==> config.mk <==
export PLATFORM = sky130hd
export DESIGN_NAME = shared_counter_sched
export DESIGN_NICKNAME = d
export VERILOG_FILES = /design/src/rtl/shared_counter_sched.sv
export SDC_FILE = /design/constraint.sdc
export NUM_CORES = 1
export LEC_CHECK = 0
export BUFFER_PORTS_ARGS = -buffer_cell sky130_fd_sc_hd__clkbuf_2
export CORE_UTILIZATION = 47
export DETAILED_ROUTE_END_ITERATION = 8
export PLACE_DENSITY_LB_ADDON = 0.1
export RECOVER_POWER = 25
export SLEW_MARGIN = 20
export SYNTH_ARGS = -nofsm -noshare
export SYNTH_HDL_FRONTEND = slang
export SYNTH_SLANG_ARGS = --single-unit
==> constraint.sdc <==
create_clock -name clk -period 2 [get_ports clk]
set_clock_uncertainty 0.1 [all_clocks]
set_input_delay 0 -clock clk [delete_from_list [all_inputs] [get_ports clk]]
set_output_delay 0 -clock clk [all_outputs]
set_load 0.02 [all_outputs]
==> src/rtl/shared_counter_sched.sv <==
// shared_counter_sched
// Round-robin scheduler that time-shares one down-counting interval timer
// between two requesters. The winner's length is loaded into the counter,
// the counter runs down to zero (or is aborted), and a one-cycle done pulse
// is returned to the requester that owned the interval.
module shared_counter_sched #(
    parameter int WIDTH = 4
) (
    input  logic             clk,
    input  logic             rst,
    input  logic             req0_valid,
    input  logic [WIDTH-1:0] req0_len,
    output logic             req0_ready,
    input  logic             req1_valid,
    input  logic [WIDTH-1:0] req1_len,
    output logic             req1_ready,
    input  logic             abort,
    output logic [WIDTH-1:0] count,
    output logic             busy,
    output logic             owner,
    output logic             done0,
    output logic             done1,
    output logic             aborted
);

    // Scheduler states. DONE is a single-cycle state that carries the pulse.
    localparam logic [1:0] IDLE = 2'd0;
    localparam logic [1:0] RUN  = 2'd1;
    localparam logic [1:0] DONE = 2'd2;

    localparam logic [WIDTH-1:0] ONE  = {{(WIDTH-1){1'b0}}, 1'b1};
    localparam logic [WIDTH-1:0] ZERO = '0;

    logic [1:0] state;
    // Index of the requester granted most recently; the other one wins a tie.
    logic       rr_last;

    assign busy = (state != IDLE);

    // Grant decision: only in IDLE, never during reset, tie broken by rr_last.
    always_comb begin
        // NOTE: both outputs get a default before any branch, otherwise the
        // paths that do not assign them would infer latches.
        req0_ready = 1'b0;
        req1_ready = 1'b0;
        if (state == IDLE && !rst) begin
            if (req0_valid && req1_valid) begin
                if (rr_last) begin
                    req0_ready = 1'b1;
                end else begin
                    req1_ready = 1'b1;
                end
            end else begin
                req0_ready = req0_valid;
                req1_ready = req1_valid;
            end
        end
    end

    // State, counter and result registers; reset kills any interval silently.
    always_ff @(posedge clk or posedge rst) begin
        // NOTE: sequential state uses non-blocking assignments so every
        // register samples the pre-edge values of its neighbours.
        if (rst) begin
            state   <= IDLE;
            rr_last <= 1'b1;
            count   <= ZERO;
            owner   <= 1'b0;
            done0   <= 1'b0;
            done1   <= 1'b0;
            aborted <= 1'b0;
        end else begin
            // Done pulses last exactly one cycle unless re-armed below.
            done0 <= 1'b0;
            done1 <= 1'b0;
            case (state)
                IDLE: begin
                    if (req0_ready) begin
                        count   <= req0_len;
                        owner   <= 1'b0;
                        rr_last <= 1'b0;
                        aborted <= 1'b0;
                        state   <= RUN;
                    end else if (req1_ready) begin
                        count   <= req1_len;
                        owner   <= 1'b1;
                        rr_last <= 1'b1;
                        aborted <= 1'b0;
                        state   <= RUN;
                    end
                end
                RUN: begin
                    if (count == ZERO) begin
                        // Natural completion takes priority over abort.
                        state   <= DONE;
                        aborted <= 1'b0;
                        done0   <= ~owner;
                        done1   <= owner;
                    end else if (abort) begin
                        // Counter freezes at its current value.
                        state   <= DONE;
                        aborted <= 1'b1;
                        done0   <= ~owner;
                        done1   <= owner;
                    end else begin
                        count <= count - ONE;
                    end
                end
                DONE: begin
                    state   <= IDLE;
                    count   <= ZERO;
                    aborted <= 1'b0;
                end
                default: begin
                    state <= IDLE;
                    count <= ZERO;
                end
            endcase
        end
    end

endmodule

==> results of run 1 <==
## final cells by class
cell class / instances / area share
Clock buffer: 3 / 0.0245
Tap cell: 15 / 0.0204
Clock inverter: 1 / 0.00544
Timing Repair Buffer: 33 / 0.218
Sequential cell: 11 / 0.301
Inverter: 8 / 0.0327
Multi-Input combinational cell: 51 / 0.399
## cell families after synthesis
family	share of synthesized area
and+or+nand+nor	0.265
AOI/OAI and AO/OA	0.208
DFF	0.406
buffers and inverters	0.0552
muxes	0.0294
adders and majority gates	0.0368
## registers in the layout, summed over array words and instances (netlist names)
signal and flops:
owner 1, count 4, state 2, done1 1, done0 1, aborted 1, rr_last 1
## per-layer routing
layer  part of all wire  vias up  global-route usage  wire length (µm)
li1                   -      326                   -                 -
met1               0.48      317               0.315               695
met2               0.47       18               0.331               672
met3              0.044        2              0.0333                63
met4             0.0083        0               0.138                12
met5                  0        -                   0                 0
## worst max-delay path: cells and delay by family (launching register included)
family / cells / cell delay, ns
AOI/OAI and AO/OA: 2 / 0.44
adders and majority gates: 1 / 0.14
buffers and inverters: 1 / 0.11
DFF: 1 / 0.41
and+or+nand+nor: 2 / 0.62
## power by group
part	total, mW	internal (mW)	switching, mW
Clock	0.152	0.0738	0.0779
Combinational	0.712	0.315	0.396
Sequential	0.409	0.323	0.0857
Total	1.27	0.713	0.560
## cell usage in the layout (no fill, tap or decap), types with 2 or more instances in the layout
cell            n
o211ai_1        2
clkbuf_4        3
clkbuf_2       22
dlygate4sd3_1   6
a31oi_1         2
clkbuf_1        2
o21ai_0         3
buf_4           3
nor2_1          3
nand2_1         4
nor2b_1         5
ha_1            2
and2_1          3
mux2i_1         2
or2_2           2
nor3_1          5
a21o_1          2
dfrtp_1        10
inv_1           8
nand3_1         2
## per-stage QoR
| stage | hold slack (ns) | area (µm²) | util | setup slack [ns] |
|---|---|---|---|---|
| final | 0.0239 | 920 | 0.698 | 0.102 |
| after global routing | 0.0118 | 920 | 0.698 | 0.0397 |
| after CTS | 0.0173 | 925 | 0.702 | 0.109 |
| after detailed placement | -0.219 | 837 | 0.635 | 0.131 |
| after global placement | -0.216 | 837 | 0.635 | 0.132 |
| after floorplan | -0.224 | 681 | - | 0.115 |
## worst min path at each step
| stage | from | to | slack [ns] | cells after the start |
|---|---|---|---|---|
| 2_1_floorplan | rst | aborted$_DFFE_PP0P_ | -0.22 | 1 |
| 3_3_place_gp | rst | count[2]$_DFFE_PP0P_ | -0.22 | 2 |
| 3_5_place_dp | rst | count[2]$_DFFE_PP0P_ | -0.22 | 2 |
| 4_1_cts | req1_len[1] | count[1]$_DFFE_PP0P_ | 0.02 | 3 |
| 5_1_grt | req1_len[1] | count[1]$_DFFE_PP0P_ | 0.01 | 3 |
| 6_report | req0_len[1] | count[1]$_DFFE_PP0P_ | 0.02 | 3 |
## repair_timing
action | 4_1_cts | 5_1_grt
setup endpoints to repair | 0 | 0
hold endpoints to repair | 14 | 0
buffers inserted | 0 | 0
hold buffers | 6 | 0
==> impl_metrics.tcl, run 1 <==
set metrics [dict create \
    drt-vias-per-instance 5.43 \
    regArea_um2 277 \
    drc 0 \
    dp_hpwl_um 1090 \
    grt_first_pass_wirelength_um 2400 \
    cellLeakagePower_nw 0.470 \
    seq_area_frac_synth 0.406 \
    r2r-end "count[3]$_DFFE_PP0P_" \
    peakVddDrop_mv 0.715 \
    reg2reg_slack_ns 0.10 \
    status "finished, final reports clean" \
    timing.setup.critical_path_class "reg -> reg" \
    critical-path-slowest-cell "dfrtp_1" \
    finalSetupTns_ns 0 \
    io_buffers 23 \
    path_cells "inv_1 > ha_1 > or3b_4 > and3_4 > a31o_1 > a221oi_2" \
    ys_async_sr_fraction 1.00 \
    max-slew-margin-rel 0.590 \
    crit_start "count[1]$_DFFE_PP0P_" \
    htreeDepth 1 \
    rows 13 \
    antenna_found_initial 0 \
    nFillCells 101 \
    clockRootBuffer "clkbuf_4" \
    tightest_slew_ns 0.615 \
    drt_iter0_drc 10 \
    dp.cells 112 \
    synth_seq_cells 11 \
    grt_pass1_vias 570 \
    report.final.slew_viol_count 0 \
    clk_latency_ns 0.26 \
    synth_area_leader_cell "dfrtp_1" \
    diodes 0 \
    vias 663 \
    final_cells 122 \
    cp-endpoint "count[3]$_DFFE_PP0P_" \
    setup_viol 0 \
    max_stage_delay_ns 0.41 \
    syn_to_final_growth_pct 35.1 \
    gp_congestion 0.796 \
    dieHeight_um 40.1 \
    synth_commonest_cells "10 x dfrtp_1, 8 x inv_1, 5 x nor2b_1, 5 x nor3_1, 4 x nand2_1" \
    first_pass_iters 4 \
    syn_area_um2 681 \
    rsz0062_at_grt "no" \
    clkSinkCount 11 \
    postRouteAntennaNets 0 \
    startpoint_type "flip-flop" \
    rr_worst_depth 6 \
    gr-total-overflow 0 \
    cts_resized 0 \
    grt_util_all_layers 0.228 \
    synth_top_cells_by_area "dfrtp_1 37%, nor2b_1 4.6%, inv_1 4.4%" \
    syn_avg_cell_area_um2 9.45 \
    min_period_ns 1.90 \
    synth_edf_count 0 \
    cp.required_ns 2.07 \
    dieWidth_um 40.1 \
    layout-drive-gt1-share 0.346 \
    drt-total-wl_um 1440 \
    die-area_um2 1600 \
    p_per_area_nw_per_um2 1380 \
    worstPathArrival_ns 1.97 \
    hold_class "in -> reg" \
    fin_crit_sh 0.949 \
    ys_warn_count 0 \
    multi_input_area_um2 367 \
    max_freq_ghz 0.527 \
    start_util 0.517 \
    synth.most_common_cell "dfrtp_1" \
    yosys_most_used_dff "dfrtp_1" \
    cts_made_buffers 3 \
    p_total_mw 1.27 \
    cp-end-kind "flip-flop" \
    io_pins 24 \
    routedWlPerCell_um 11.8 \
    reg2reg_from "count[1]$_DFFE_PP0P_" \
    fin_nets 123 \
    synth_cell_types 31 \
    hold_viol 0 \
    drv_cap 0 \
    core_area_um2 1320 \
    synth_nets 87 \
    crit_path_max_fanout 5 \
    grt_max_degree 12 \
    cts_tree "done" \
    cts.path.max_buffers 2 \
    yosys.area.top_type_share 0.368 \
    synth_cells 72 \
    clk_pin_slew_ns 0.07 \
]
Power figures use the tool's default switching activity.
==> run 2: changes to the inputs <==
--- a/config.mk
+++ b/config.mk
@@ -5,12 +5,13 @@
 export SDC_FILE = /design/constraint.sdc
 export NUM_CORES = 1
 export LEC_CHECK = 0
+export ABC_AREA = 1
 export BUFFER_PORTS_ARGS = -buffer_cell sky130_fd_sc_hd__clkbuf_2
 export CORE_UTILIZATION = 47
 export DETAILED_ROUTE_END_ITERATION = 8
 export PLACE_DENSITY_LB_ADDON = 0.1
 export RECOVER_POWER = 25
-export SLEW_MARGIN = 20
+export SLEW_MARGIN = 15
 export SYNTH_ARGS = -nofsm -noshare
 export SYNTH_HDL_FRONTEND = slang
 export SYNTH_SLANG_ARGS = --single-unit
==> run 2 against run 1 <==
Worst setup slack better by 0.30 ns. Combinational power is 11% higher. Routed wire length is 1.5% lower. Final area down 2.9%. Sequential power up 4%.
==> impl_metrics.tcl, run 2 <==
set metrics [dict create \
    final_cells 143 \
    grt_first_pass_wirelength_um 2160 \
    dp_hpwl_um 1150 \
    holdWs_ns 0.0134 \
    clkSinkCount 11 \
    synth_cells 96 \
    rr_worst_depth 9 \
    path_cells "nor2_4 > nand3_1 > a21oi_1 > clkbuf_2" \
    synth_top_cells_by_area "dfrtp_1 36%, nand2_1 10%, inv_1 9.8%" \
    rsz0062_at_grt "no" \
    switching_share 0.496 \
    first_pass_iters 4 \
    drt_iter0_drc 16 \
    grt_max_degree 11 \
    io_pins 24 \
    max-slew-margin-rel 0.647 \
    cp-end-kind "output pin" \
    synth.most_common_cell "nand2_1" \
    seqPwrFrac 0.311 \
    clockRootBuffer "clkbuf_4" \
    synth_commonest_cells "19 x nand2_1, 18 x inv_1, 18 x nor2_1, 10 x dfrtp_1, 8 x nand3_1" \
    synth_edf_count 0 \
    p_per_area_nw_per_um2 1540 \
    layout-drive-gt1-share 0.266 \
    hold_depth 6 \
    dieWidth_um 40.3 \
    syn_area_um2 691 \
    fin_area_um2 893 \
    drt-vias-per-instance 4.78 \
    vias 684 \
    clkPwrFrac 0.116 \
    setup_viol 0 \
    synth_seq_cells 11 \
    postRouteAntennaNets 0 \
    gp_congestion 0.783 \
    cts_made_buffers 3 \
    report.final.slew_viol_count 0 \
    synth_cell_types 20 \
    cellInternalPower_mw 0.691 \
    die-area_um2 1630 \
    timing.setup.critical_path_class "reg -> out" \
    yosys_most_used_dff "dfrtp_1" \
    final_common_cell "clkbuf_2" \
    cp.required_ns 1.90 \
    synth_nets 111 \
    drv_cap 0 \
    syn_to_final_growth_pct 29.3 \
    max_stage_delay_ns 0.45 \
    tightest_slew_ns 0.530 \
    dp.cells 135 \
    layout_common_cells "22 x clkbuf_2, 19 x nand2_1, 18 x inv_1, 18 x nor2_1, 10 x dfrtp_1" \
    clk_pin_slew_ns 0.07 \
    worstPathArrival_ns 1.50 \
    ys_warn_count 0 \
    max_freq_ghz 0.625 \
    finalSetupTns_ns 0 \
    largest_register_ffs 4 \
    rows 13 \
    drc 0 \
    start_util 0.518 \
    top_regs "count: 4 flops, state: 2 flops" \
    p_sw_mw 0.681 \
    seq_area_frac_synth 0.400 \
    placed_cell_area_um2 832 \
    fin_nets 144 \
    final_core_util 0.670 \
    gr-total-overflow 0 \
    clk_latency_ns 0.27 \
    hold_class "in -> reg" \
    ys_async_sr_fraction 1.00 \
    fin_crit_sh 0.799 \
    hold_viol 0 \
    grt_util_all_layers 0.213 \
    startpoint_type "flip-flop" \
    power_frac_comb 0.573 \
    drt-total-wl_um 1420 \
    cts_tree "done" \
    crit_path_max_fanout 7 \
    routedWlPerCell_um 9.95 \
    peakVddDrop_mv 0.629 \
    critical-path-slowest-cell "dfrtp_1" \
    synth_area_leader_cell "dfrtp_1" \
    yosys.area.top_type_share 0.362 \
    io_buffers 23 \
    grt_pass1_vias 555 \
    antenna_found_initial 0 \
    cellLeakagePower_nw 0.512 \
    syn_avg_cell_area_um2 7.19 \
    diodes 0 \
    cts.path.max_buffers 2 \
    htreeDepth 1 \
    status "finished, final reports clean" \
    dieHeight_um 40.3 \
    largest-register "count" \
    core_area_um2 1330 \
    min_period_ns 1.60 \
]
[run 2: changes by cell type in the layout (fill, tap and decap cells not counted), moves of 4 or more]
cell	delta
a21oi_1	+4
inv_1	+10
nand2_1	+15
nand3_1	+6
nor2_1	+15
nor2b_1	-5
nor3_1	-5
[run 2: metal layers]
metal / vias up / global-route usage / wire length [µm]
li1: 358 / - / -
met1: 299 / 0.246 / 677
met2: 22 / 0.341 / 652
met3: 5 / 0.0667 / 56
met4: 0 / 0.125 / 36
met5: - / 0 / 0
[run 2: layout make-up]
class	count	area, µm²
clock buffers	4	26.3
fillers	121	440
inverters	19	71.3
multi-input cells	66	343
flip-flops and latches	11	277
well taps	15	18.8
repair buffers	28	158
[run 2: kinds of logic after synthesis]
kind of cell | Yosys count | synth area share
simple gates | 54 | 0.375
buf+inv | 19 | 0.103
flops | 11 | 0.400
compound gates | 9 | 0.0725
fa+ha+maj | 2 | 0.0362
xor+xnor | 1 | 0.0127
[run 2: path summary, 6_finish.rpt]
check                                     startpoint              endpoint  slack (ns)
max in group asynchronous                        rst  count[0]$_DFFE_PP0P_        1.07
worst max register to register  count[0]$_DFFE_PP0P_  count[1]$_DFFE_PP0P_        0.49
worst min-delay path                           abort   aborted$_DFFE_PP0P_        0.01
worst max-delay path            state[1]$_DFFE_PP0P_            req1_ready        0.40
min in group asynchronous                        rst   rr_last$_DFFE_PP1P_        0.25
worst min register to register     owner$_DFFE_PP0P_       done0$_DFF_PP0_        0.36
[run 2: critical path: cells and delay by family, from the launching register on]
kind	cells	cell delay, ns
AO/OA/AOI/OAI	1	0.19
buffers and inverters	1	0.20
flip-flops	1	0.45
AND/OR/NAND/NOR	2	0.38
[run 2: metrics by stage]
| stage | setup slack, ns | power, mW |
|---|---|---|
| after CTS | 0.424 | 1.38 |
| after global routing | 0.316 | 1.51 |
| after global placement | 0.539 | 1.21 |
| final | 0.401 | 1.37 |
| after floorplan | 0.473 | 1.01 |
| after detailed placement | 0.483 | 1.22 |
[run 2: timing repair]
action | CTS | global route
hold endpoints to repair | 15 | 0
resized for setup | 0 | 0
hold buffers | 4 | 0
buffers inserted | 0 | 0
endpoints found under the setup margin | 0 | 0
[run 2: power groups by stage]
stage	sequential (mW)	clock [mW]	combinational (mW)
6_report	0.426	0.159	0.787
2_1_floorplan	0.507	0	0.503
4_1_cts	0.427	0.161	0.795
3_5_place_dp	0.431	0	0.787
3_3_place_gp	0.426	0	0.780
5_1_grt	0.444	0.177	0.889
==> run 3: changes to the inputs <==
==> constraint.sdc (replaced) <==
create_clock -name clk -period 1.6 [get_ports clk]
set_clock_uncertainty 0.1 [all_clocks]
set_input_delay 0 -clock clk [delete_from_list [all_inputs] [get_ports clk]]
set_output_delay 0 -clock clk [all_outputs]
set_load 0.02 [all_outputs]
==> run 3 against run 2 <==
Sequential share of layout area down 1.3 points. Final area rose by 4.5%. Combinational power rose by 41%. Sequential power up 27%. Critical path depth did not move. Count of clock-buffer cells in the layout stayed put. Power rose by 35%. Via count grew 3.9%. Non-clock buffer count up 4.
==> impl_metrics.tcl, run 3 (synthesis results as in run 2) <==
set metrics [dict create \
    status "finished, final reports clean" \
    drc 0 \
    grt_first_pass_wirelength_um 2340 \
    critical-path-slowest-cell "dfrtp_1" \
    report.final.slew_viol_count 0 \
    postRouteAntennaNets 0 \
    fin_area_um2 933 \
    start_util 0.518 \
    dp_hpwl_um 1190 \
    largest_register_ffs 4 \
    gr-total-overflow 0 \
    min_from "req1_len[1]" \
    cts_tree "done" \
    dieHeight_um 40.3 \
    clk_pin_slew_ns 0.07 \
    max_stage_delay_ns 0.45 \
    top_regs "count: 4 flops, state: 2 flops" \
    hold_depth 5 \
    min_period_ns 1.51 \
    drv_cap 0 \
    drt-total-wl_um 1600 \
    layout-drive-gt1-share 0.318 \
    cellLeakagePower_nw 0.531 \
    final_common_cell "clkbuf_2" \
    cts_made_buffers 3 \
    largest-register "count" \
    crit_path_max_fanout 6 \
    r2r-end "count[2]$_DFFE_PP0P_" \
    grt_util_all_layers 0.225 \
    drt-vias-per-instance 4.84 \
    hold_viol 0 \
    tightest_slew_ns 0.563 \
    diodes 0 \
    reg2reg_from "rr_last$_DFFE_PP1P_" \
    hold_class "in -> reg" \
    clk_latency_ns 0.27 \
    finalSetupTns_ns 0 \
    fin_crit_sh 0.942 \
    cts.path.max_buffers 2 \
    rr_worst_depth 6 \
    die-area_um2 1630 \
    clockRootBuffer "clkbuf_4" \
    peakVddDrop_mv 1.14 \
    gp_congestion 0.813 \
    setup_viol 0 \
    path_buf_inv 1 \
    cp-end-kind "output pin" \
    path_cells "nor2_4 > nand3_1 > a21oi_2 > clkbuf_2" \
    worstPathArrival_ns 1.41 \
    timing.setup.critical_path_class "reg -> out" \
    max-slew-margin-rel 0.624 \
    core_area_um2 1330 \
    vias 711 \
    fin_nets 148 \
    startpoint_type "flip-flop" \
    htreeDepth 1 \
    first_pass_iters 4 \
    rows 13 \
    rsz0062_at_grt "no" \
    max_freq_ghz 0.663 \
    p_per_area_nw_per_um2 1980 \
    clkSinkCount 11 \
    reg2reg_slack_ns 0.17 \
    grt_pass1_vias 552 \
    placed_cell_area_um2 832 \
    syn_to_final_growth_pct 35.1 \
    io_pins 24 \
    dieWidth_um 40.3 \
    critical_path_depth 4 \
    io_buffers 23 \
    cp.required_ns 1.50 \
    grt_max_degree 11 \
    layout_common_cells "22 x clkbuf_2, 18 x nor2_1, 18 x nand2_1" \
    antenna_found_initial 0 \
    drt_iter0_drc 26 \
    whs_endpoint "count[1]$_DFFE_PP0P_" \
    critPathTopFamily "flip-flops" \
    routedWlPerCell_um 10.9 \
]
[run 3: cell count changes in the layout (fill, tap and decap cells not counted), sizes merged]
cell / previous run / this run
buf: 0 / 4
[run 3: stage by stage]
step	std cells	worst slack [ns]	power [mW]	utilization	hold WS (ns)
floorplan	96	0.0735	1.26	-	-0.224
global placement	135	0.133	1.51	0.624	-0.00277
detailed placement	135	0.0674	1.54	0.624	-0.00224
CTS	143	0.0280	1.74	0.674	0.0180
global route	147	0.00713	2.03	0.700	0.0613
finish	147	0.0927	1.85	0.700	0.0197
[run 3: how the worst max path moves through the flow]
stage	start	to	slack [ns]
2_1_floorplan	count[0]$_DFFE_PP0P_	count[1]$_DFFE_PP0P_	0.07
3_3_place_gp	count[0]$_DFFE_PP0P_	count[0]$_DFFE_PP0P_	0.13
3_5_place_dp	count[0]$_DFFE_PP0P_	count[1]$_DFFE_PP0P_	0.07
4_1_cts	state[1]$_DFFE_PP0P_	req1_ready	0.03
5_1_grt	count[1]$_DFFE_PP0P_	count[1]$_DFFE_PP0P_	0.007
6_report	state[1]$_DFFE_PP0P_	req1_ready	0.09
[run 3: area by class of cell]
class	count	area, µm²
Fill cell	126	400
Multi-Input combinational cell	66	353
Sequential cell	11	277
Timing Repair Buffer	32	188
Inverter	19	71.3
Clock buffer	4	26.3
Tap cell	15	18.8
[run 3: report_power, final]
part | switching, mW | internal [mW]
Clock | 0.102 | 0.0966
Combinational | 0.684 | 0.426
Sequential | 0.122 | 0.418
[run 3: worst register-to-register path, cell delays in order (launching register included)]
cell      delay, ns
dfstp_2        0.57
inv_1          0.07
a21boi_2       0.22
nand2_1        0.10
nand2_1        0.07
nand3_1        0.07
a21oi_1        0.16
[run 3: repair_timing]
action / 4_1_cts / 5_1_grt
setup buffers: 0 / 4
resized for setup: 0 / 4
hold endpoints to repair: 15 / 0
endpoints found under the setup margin: 0 / 6
hold buffers: 4 / 0
[run 3: layer usage]
| metal | vias up | track usage | share of wire |
|---|---|---|---|
| met5 | - | 0 | 0 |
| met4 | 0 | 0.125 | 0.022 |
| met3 | 5 | 0.0333 | 0.044 |
| met2 | 28 | 0.325 | 0.46 |
| met1 | 312 | 0.315 | 0.47 |
| li1 | 366 | - | - |
